[src/rtl/led_arbiter_pkg.sv]
`default_nettype none
// +-----------------------------------------------------------------------+
// | led_arbiter_pkg : shared encodings for the RGB LED arbiter            |
// | Rev 1.0                                                               |
// +-----------------------------------------------------------------------+
package led_arbiter_pkg;

  localparam logic [0:0] c_st_idle  = 1'b0;
  localparam logic [0:0] c_st_grant = 1'b1;

  // Bit positions of each colour within a 3-bit {r,g,b} field.
  localparam int c_rgb_r = 2;
  localparam int c_rgb_g = 1;
  localparam int c_rgb_b = 0;

  localparam int c_stb_rate_hz = 46_875;

endpackage
`default_nettype wire

[src/rtl/led_arbiter_blink_gen.sv]
`default_nettype none
// +-----------------------------------------------------------------------+
// | led_arbiter_blink_gen : strobe-driven blink half-period counter       |
// | Rev 1.0                                                               |
// +-----------------------------------------------------------------------+
module led_arbiter_blink_gen #(
  parameter int BLINK_HALF = 23_437
) (
  input  logic i_clk,
  input  logic i_rst_n,
  input  logic i_stb,
  input  logic i_clr,
  output logic o_phase_nxt
);

  localparam int c_cnt_w = (BLINK_HALF > 1) ? $clog2(BLINK_HALF) : 1;
  localparam logic [c_cnt_w-1:0] c_last = c_cnt_w'(BLINK_HALF - 1);

  logic [c_cnt_w-1:0] r_cnt;
  logic [c_cnt_w-1:0] w_cnt_nxt;
  logic               r_phase;
  logic               w_phase_nxt;

  // Clear beats the strobe so a fresh grant always starts a full lit half.
  always_comb begin
    w_cnt_nxt   = r_cnt;
    w_phase_nxt = r_phase;
    if (i_clr) begin
      w_cnt_nxt   = '0;
      w_phase_nxt = 1'b1;
    end else if (i_stb) begin
      if (r_cnt == c_last) begin
        w_cnt_nxt   = '0;
        w_phase_nxt = ~r_phase;
      end else begin
        w_cnt_nxt = r_cnt + 1'b1;
      end
    end
  end

  always_ff @(posedge i_clk) begin
    if (!i_rst_n) begin
      r_cnt   <= '0;
      r_phase <= 1'b1;
    end else begin
      r_cnt   <= w_cnt_nxt;
      r_phase <= w_phase_nxt;
    end
  end

  assign o_phase_nxt = w_phase_nxt;

endmodule
`default_nettype wire

[src/rtl/led_arbiter.sv]
`default_nettype none
// +-----------------------------------------------------------------------+
// | led_arbiter : fixed-priority RGB LED sharing with hold and blink      |
// | Rev 1.0                                                               |
// +-----------------------------------------------------------------------+
module led_arbiter
  import led_arbiter_pkg::*;
#(
  parameter int N_REQ      = 4,
  parameter int HOLD       = 8,
  parameter int BLINK_HALF = 23_437
) (
  input  logic               i_clk,
  input  logic               i_rst_n,
  input  logic               i_stb,
  input  logic [N_REQ-1:0]   i_req,
  input  logic [3*N_REQ-1:0] i_rgb,
  input  logic [N_REQ-1:0]   i_blink,
  output logic [N_REQ-1:0]   o_gnt,
  output logic               o_led_r,
  output logic               o_led_g,
  output logic               o_led_b,
  output logic               o_busy
);

  localparam int c_idx_w  = (N_REQ > 1) ? $clog2(N_REQ) : 1;
  localparam int c_hold_w = (HOLD > 0) ? $clog2(HOLD + 1) : 1;

  logic [0:0]          r_state;
  logic [0:0]          w_state_nxt;
  logic [c_idx_w-1:0]  r_own;
  logic [c_idx_w-1:0]  w_own_nxt;
  logic [c_idx_w-1:0]  w_win;
  logic [c_hold_w-1:0] r_hold;
  logic                w_any;
  logic                w_reload;
  logic                w_blink_clr;
  logic                w_phase_nxt;
  logic                w_lit;
  logic [2:0]          w_rgb_sel;
  logic [2:0]          r_led;
  logic [N_REQ-1:0]    r_gnt;

  always_comb begin
    w_win = '0;
    for (int k = N_REQ - 1; k >= 0; k--) begin
      if (i_req[k]) w_win = c_idx_w'(k);
    end
  end

  assign w_any = |i_req;

  // Release by the owner is never gated by the hold counter; only preemption is.
  always_comb begin
    w_state_nxt = r_state;
    w_own_nxt   = r_own;
    w_reload    = 1'b0;
    case (r_state)
      c_st_idle: begin
        if (w_any) begin
          w_state_nxt = c_st_grant;
          w_own_nxt   = w_win;
          w_reload    = 1'b1;
        end
      end
      c_st_grant: begin
        if (!w_any) begin
          w_state_nxt = c_st_idle;
        end else if (!i_req[r_own] || (r_hold == '0 && w_win < r_own)) begin
          w_own_nxt = w_win;
          w_reload  = 1'b1;
        end
      end
      default: w_state_nxt = c_st_idle;
    endcase
  end

  always_ff @(posedge i_clk) begin
    if (!i_rst_n) begin
      r_hold <= '0;
    end else if (w_reload) begin
      r_hold <= c_hold_w'(HOLD);
    end else if (i_stb && r_hold != '0) begin
      r_hold <= r_hold - 1'b1;
    end
  end

  assign w_blink_clr = w_reload || (w_state_nxt == c_st_idle);

  led_arbiter_blink_gen #(
    .BLINK_HALF (BLINK_HALF)
  ) u_blink (
    .i_clk       (i_clk),
    .i_rst_n     (i_rst_n),
    .i_stb       (i_stb),
    .i_clr       (w_blink_clr),
    .o_phase_nxt (w_phase_nxt)
  );

  // Colour is taken from the next owner so grant and colour change together.
  assign w_rgb_sel = i_rgb[3*int'(w_own_nxt) +: 3];
  assign w_lit     = !i_blink[w_own_nxt] || w_phase_nxt;

  always_ff @(posedge i_clk) begin
    if (!i_rst_n) begin
      r_state <= c_st_idle;
      r_own   <= '0;
      r_gnt   <= '0;
      r_led   <= '0;
    end else begin
      r_state <= w_state_nxt;
      r_own   <= w_own_nxt;
      if (w_state_nxt == c_st_grant) begin
        r_gnt <= N_REQ'(1) << w_own_nxt;
        r_led <= w_rgb_sel & {3{w_lit}};
      end else begin
        r_gnt <= '0;
        r_led <= '0;
      end
    end
  end

  assign o_gnt   = r_gnt;
  assign o_led_r = r_led[c_rgb_r];
  assign o_led_g = r_led[c_rgb_g];
  assign o_led_b = r_led[c_rgb_b];
  assign o_busy  = (r_state == c_st_grant);

endmodule
`default_nettype wire

[config.mk]
export PLATFORM = sky130hd
export DESIGN_NAME = led_arbiter
export DESIGN_NICKNAME = d
export VERILOG_FILES = /design/src/rtl/led_arbiter_pkg.sv /design/src/rtl/led_arbiter_blink_gen.sv /design/src/rtl/led_arbiter.sv
export SDC_FILE = /design/constraint.sdc
export NUM_CORES = 1
export LEC_CHECK = 0
export ABC_AREA = 1
export CAP_MARGIN = 20
export CELL_PAD_IN_SITES_DETAIL_PLACEMENT = 1
export CELL_PAD_IN_SITES_GLOBAL_PLACEMENT = 1
export CORE_MARGIN = 4
export CORE_UTILIZATION = 39
export DETAILED_ROUTE_END_ITERATION = 8
export GPL_TIMING_DRIVEN = 0
export PLACE_DENSITY_LB_ADDON = 0.1
export RECOVER_POWER = 100
export SYNTH_ARGS = -nofsm -noshare
export SYNTH_HDL_FRONTEND = slang
export SYNTH_SLANG_ARGS = --single-unit
[constraint.sdc]
create_clock -name i_clk -period 6.5 [get_ports i_clk]
set_input_delay 1.95 -clock i_clk [delete_from_list [all_inputs] [get_ports i_clk]]
set_output_delay 1.95 -clock i_clk [all_outputs]
set_load 0.02 [all_outputs]
**Word-level counts from Yosys, hierarchy flattened**

Index checks and enable logic that the tools add are counted.

- Add/subtract/negate cells: 2
- Multipliers: 1
- Divide/modulo/power cells: 0
- $lt $le $gt $ge: 3
- Equality and inequality tests: 1
- Shift operators: 2
- Mux-type cells: 22
- Bitwise logic cells: 5
- Reductions and logical operators: 14

Operators by type and width:

| kind | count |
|---|---|
| 15-bit by 1-bit adder with 15-bit output, second input constant | 1 |
| 15-bit equality test, second input constant | 1 |
| 15-bit two-way mux | 1 |
| 2-bit two-way mux | 7 |
| 12-bit by 5-bit indexed part select with 3-bit output | 1 |
| 1-bit two-way mux | 8 |
| 4-bit two-way mux | 2 |
| 2-bit by 3-bit < comparator with 1-bit output, second input constant | 2 |
| 1-bit binary-select mux with 2-bit select | 2 |
| 4-bit zero test | 1 |
| 2-bit by 2-bit multiplier with 4-bit output, first input constant | 1 |
| 1-bit inverter | 4 |
| 2-bit case mux with 2 select lines | 1 |
| 4-bit nonzero test | 1 |
| 2-bit OR reduction | 2 |
| 4-bit OR reduction | 1 |
| 1-bit by 2-bit left shift with 4-bit output, first input constant | 1 |
| 4-bit by 1-bit subtractor with 4-bit output, second input constant | 1 |
| 3-bit bitwise AND | 1 |
| 1-bit logical OR | 3 |
| 1-bit logical AND | 2 |
| 1-bit zero test | 2 |
| 2-bit < comparator | 1 |
| 1-bit case mux with 2 select lines | 1 |
| 2 further kinds | 2 |

- Register bits: 30
- Latch bits: 0
- RAM bits: 0
- Bits in read-only memories: 0
- Bits of input ports: 23
- Output and inout bits: 8
- Word-level logic and storage cells: 58
- Memories: 0

**Longest topological paths before layout**

- Depth after elaboration: 15
- Mapped depth: 17
- Gate-level depth less buffers: 16

**By module**

Synthesis repeated with hierarchy kept, for this count alone.

- Cells, all modules: 269
- Area, all modules: 1741.7 µm²

By module, submodules not included:

| module | instances | cells each | area each (µm²) | seq. area each (µm²) |
|---|---|---|---|---|
| led_arbiter_blink_gen | 1 | 131 | 877.1 | 320.3 |
| led_arbiter | 1 | 138 | 864.6 | 280.3 |

**Worst setup path before layout**

No wires, ideal clock.

- Path kind: input to register
- Start point: in i_req[0]
- End point: reg r_led[1]
- Setup time: 0.110 ns
- Data arrival time: 3.296 ns
- Required time: 6.390 ns
- Path slack: 3.094 ns
- Cell stages on the path: 13
- Buffers on the path: 1
- Cell sequence: nor3_1 > ha_1 > nand2_1 > nand2_1 > nand2_2 > nand3_2 > nand2_2 > buf_6 > nand2_2 > nand3_2 > inv_2 > nor2_2 > nor2_1

- Cells in the longest elaborated chain, start to end: 12
- Elaborated cells between the ends (all ways): 27
- Classes of those cells: 1 x mul; 1 x order compare; 1 x shift; 14 x mux; 2 x bitwise; 8 x reduce/logical

RTL lines:

| item | RTL line | source |
|---|---|---|
| start: declaration | led_arbiter.sv:16 | `input logic [N_REQ-1:0] i_req,` |
| parallel branches: the longest is 12 deep, another holds 2-bit by 2-bit multiplier with 4-bit output | - |  |
| end signal: assignment | led_arbiter.sv:115 | `r_led <= w_rgb_sel & {3{w_lit}};` |
| end: declaration | led_arbiter.sv:41 | `logic [2:0] r_led;` |

Several ways; the timed one is not identified. The select of a mux whose other input is x is not followed.
A chain may end at the register's enable or synchronous reset.

**Worst setup path after layout**

- Start point: in i_req[3]
- End point: reg r_led[0]

- Cells in the longest elaborated chain, start to end: 15
- Elaborated cells between the ends (all ways): 30
- Classes of those cells: 1 x mul; 1 x order compare; 1 x shift; 17 x mux; 2 x bitwise; 8 x reduce/logical

RTL lines:

| item |
|---|
| parallel branches: the longest is 15 deep, another holds 2-bit by 2-bit multiplier with 4-bit output |

Several ways; the timed one is not identified. The select of a mux whose other input is x is not followed.

==> metrics.md <==
| Metric | Value |
|---|---|
| Most frequent cell after synthesis | `nand2_1` |
| Pwr dens | `201 nW/µm²` |
| Post-synthesis sequential area ratio | `37.7%` |
| FP Rows | `22` |
| Crit path capture type | `flip-flop` |
| Leakage | `0.851 nW` |
| DR DRC count | `0` |
| Share of cells above drive strength 1 | `5.95%` |
| Max VDD drop | `0.0000743 V` |
| IO buf count | `29` |
| Largest net degree at the start of global routing | `11` |
| Clk_lat worst skew | `0.28 ns` |
| DR vias | `1554` |
| Area leader, netlist | `dfxtp_1` |
| WL per Instance | `12.0 µm` |
| Global-route wire length before repair | `6.74 mm` |
| Synth-to-layout area growth | `25.1%` |
| Final ANT Viol Nets | `0` |
| Hold Path Class | `flip-flop to flip-flop` |
| CTS max path bufs | `2` |
| CTS tree | `done` |
| Synth warnings | `0` |
| Die area | `5170 µm²` |
| Largest family of logic cells by synthesized area | `simple AND/OR/NAND/NOR gates` |
| Synth unique cells | `27` |
| CP Max Fanout | `10` |
| RSZ-0062 raised after global routing | `false` |
| Layout Cells excl Fill | `317` |
| DPL Wire Length | `3.04 mm` |
| Final Util | `52.4%` |
| # fillers | `513` |
| Pwr Total | `401 µW` |
| Synth top area cells | `dfxtp_1 (38%), nand2_1 (12%), inv_1 (9.0%), nor2_1 (7.1%), nand3_1 (5.7%)` |
| Int Power | `295 µW` |
| Post-synthesis register bit count | `30` |
| Final setup fails | `0` |
| R2R setup slack | `4.13 ns` |
| P_sw | `106 µW` |
| Sequential Power Share | `48.3%` |
| Dpl cells | `310` |
| Vias per cell | `4.90` |
| Synth top cells by count | `nand2_1 (52), inv_1 (38), dfxtp_1 (30), nor2_1 (30), nand3_1 (18)` |
| CTS buffer count | `5` |
| Gate power share | `17.5%` |
| Post-synthesis mux area share | `0%` |
| Syn Inst Count | `233` |
| Setup_tns | `0 ns` |
| Post-Synth Simple-Gate Area | `38.6%` |
| Clock power frac | `34.2%` |
| First-pass DRT Iterations | `5` |
| Vias in the first global route | `1631` |
| Core area | `3800 µm²` |
| Worst EP arrival | `4.72 ns` |
| Synth top area share | `37.7%` |
| 1st-iter DRT viols | `27` |
| Die height | `71.9 µm` |
| Dominant synthesized flop cell | `dfxtp_1` |
| Synth Area in XOR/XNOR | `2.75%` |
| Fmax achieved | `220 MHz` |
| Post-Synthesis Net Count | `260` |
| Post-layout nets | `296` |
| Initial Util | `41.9%` |
| Fin. max-slew vios | `0` |
| Wirelength, routed | `3.79 mm` |
| Setup Skew | `0.00490 ns` |
| Max-Cap Viols | `0` |
| Worst-Margin Slew | `0.467 ns` |
| Multi-input gate area | `798 µm²` |
| Crit path time final | `4.54 ns` |
| Crit Path Category | `input pin to flip-flop` |
| Startpoint types | `input pin` |
| Post CTS Setup Buffer Count | `0` |
| Synth Area per Inst | `6.83 µm²` |
| Synth Area in Adders | `3.14%` |
| # diodes | `0` |
| Critical path required time | `6.68 ns` |
| Clk root buf | `clkbuf_8` |
| Max-slew headroom | `68.8%` |
| Reg clk slew, reported paths | `0.06 ns` |
| Asr flop ratio synth | `0%` |
| EDFF count, synth | `0` |
| Synth Area in Compound Gates | `6.92%` |
| Tot GR Track Use | `16.5%` |
| Switching Fraction | `26.5%` |
| Period Utilization, post-route | `69.8%` |
| Reg area | `601 µm²` |
| Sink Count | `30` |
| I/O pin count | `31` |
| Status | `finished clean` |
| RD Place Congestion | `0.770` |
| Fin. Hold Viols | `0` |
| Die Width | `71.9 µm` |
| Initial antenna violation count | `0` |
| Post-Syn Area | `1590 µm²` |
| Cts hold-fix bufs | `0` |
| Grt ovf | `0` |
| Resized Gates After CTS | `0` |
| H-Tree Depth | `2` |
==> cells in the final DEF (no fill, tap or decap), types with 3 or more instances in the layout <==
cell,instances
ha_1,4
nor3_1,5
nand3_1,20
nand2_1,56
clkdlybuf4s50_1,20
clkbuf_1,3
inv_1,39
nor2_1,30
dfxtp_1,30
o21ai_0,5
dlygate4sd3_1,9
clkbuf_8,5
xor2_1,3
nand3b_1,4
a21oi_1,11
nand4_1,5
==> power groups by stage <==
stage               sequential [mW]  combinational (mW)  clock [mW]
floorplan                     0.203              0.0393           0
global placement              0.198              0.0745           0
detailed placement            0.198              0.0755           0
CTS                           0.194              0.0758       0.144
global route                  0.195              0.0798       0.150
finish                        0.194              0.0701       0.137
==> cells by family (layout without fill, tap and decap cells) <==
family	after synthesis	after routing
flops	30	30
fa+ha+maj	4	4
simple gates	131	131
compound gates	20	20
xor+xnor	5	5
buf+inv	43	79
==> worst paths after layout <==
| check | from | cells after the start | to |
|---|---|---|---|
| worst max-delay path | i_req[3] | 15 | r_led[0] |
| worst min-delay path | r_hold[1] | 2 | r_hold[1] |
| worst max register to register | r_own[1] | 13 | r_led[0] |
| worst min register to register | r_hold[1] | 2 | r_hold[1] |
==> registers in the layout (all words and copies together), names as in the netlist <==
| signal | count |
|---|---|
| o_busy | 1 |
| o_gnt | 4 |
| r_hold | 4 |
| r_led | 3 |
| r_own | 2 |
| u_blink.r_cnt | 15 |
| u_blink.r_phase | 1 |
==> per-layer routing <==
layer,track usage (%),share of wire (%)
met1,17.3,43
met5,0,0
met2,30.5,51
met4,7.93,2.1
met3,4.07,3.8
==> per-stage QoR <==
step                hold slack [ns]  setup slack [ns]  area [µm²]
floorplan                     0.439              3.09        1590
global placement              0.457              2.30        1940
detailed placement            0.461              2.25        1940
CTS                           0.471              2.54        2020
global route                  0.503              1.59        1990
finish                        0.462              1.96        1990
==> worst max-delay path: stages <==
cell and delay [ns]:
dlygate4sd3_1 0.57, nor2_1 0.08, nor3_1 0.27, ha_1 0.29
nand2_1 0.07, nand2_1 0.04, nand2_1 0.17, nand3_1 0.30
nand2_1 0.18, clkbuf_1 0.39, nand2_2 0.08, nand3_1 0.13
nand3_2 0.09, nand2_1 0.07, inv_1 0.04
==> final cells by class <==
class	count	share of cell area (%)
plain buffers	2	0.566
multi-input cells	160	40.1
well taps	48	3.02
flip-flops and latches	30	30.2
clock buffers	7	3.83
repair buffers	29	14.6
inverters	41	7.73
Note: power is estimated with default switching activity, not from simulation.
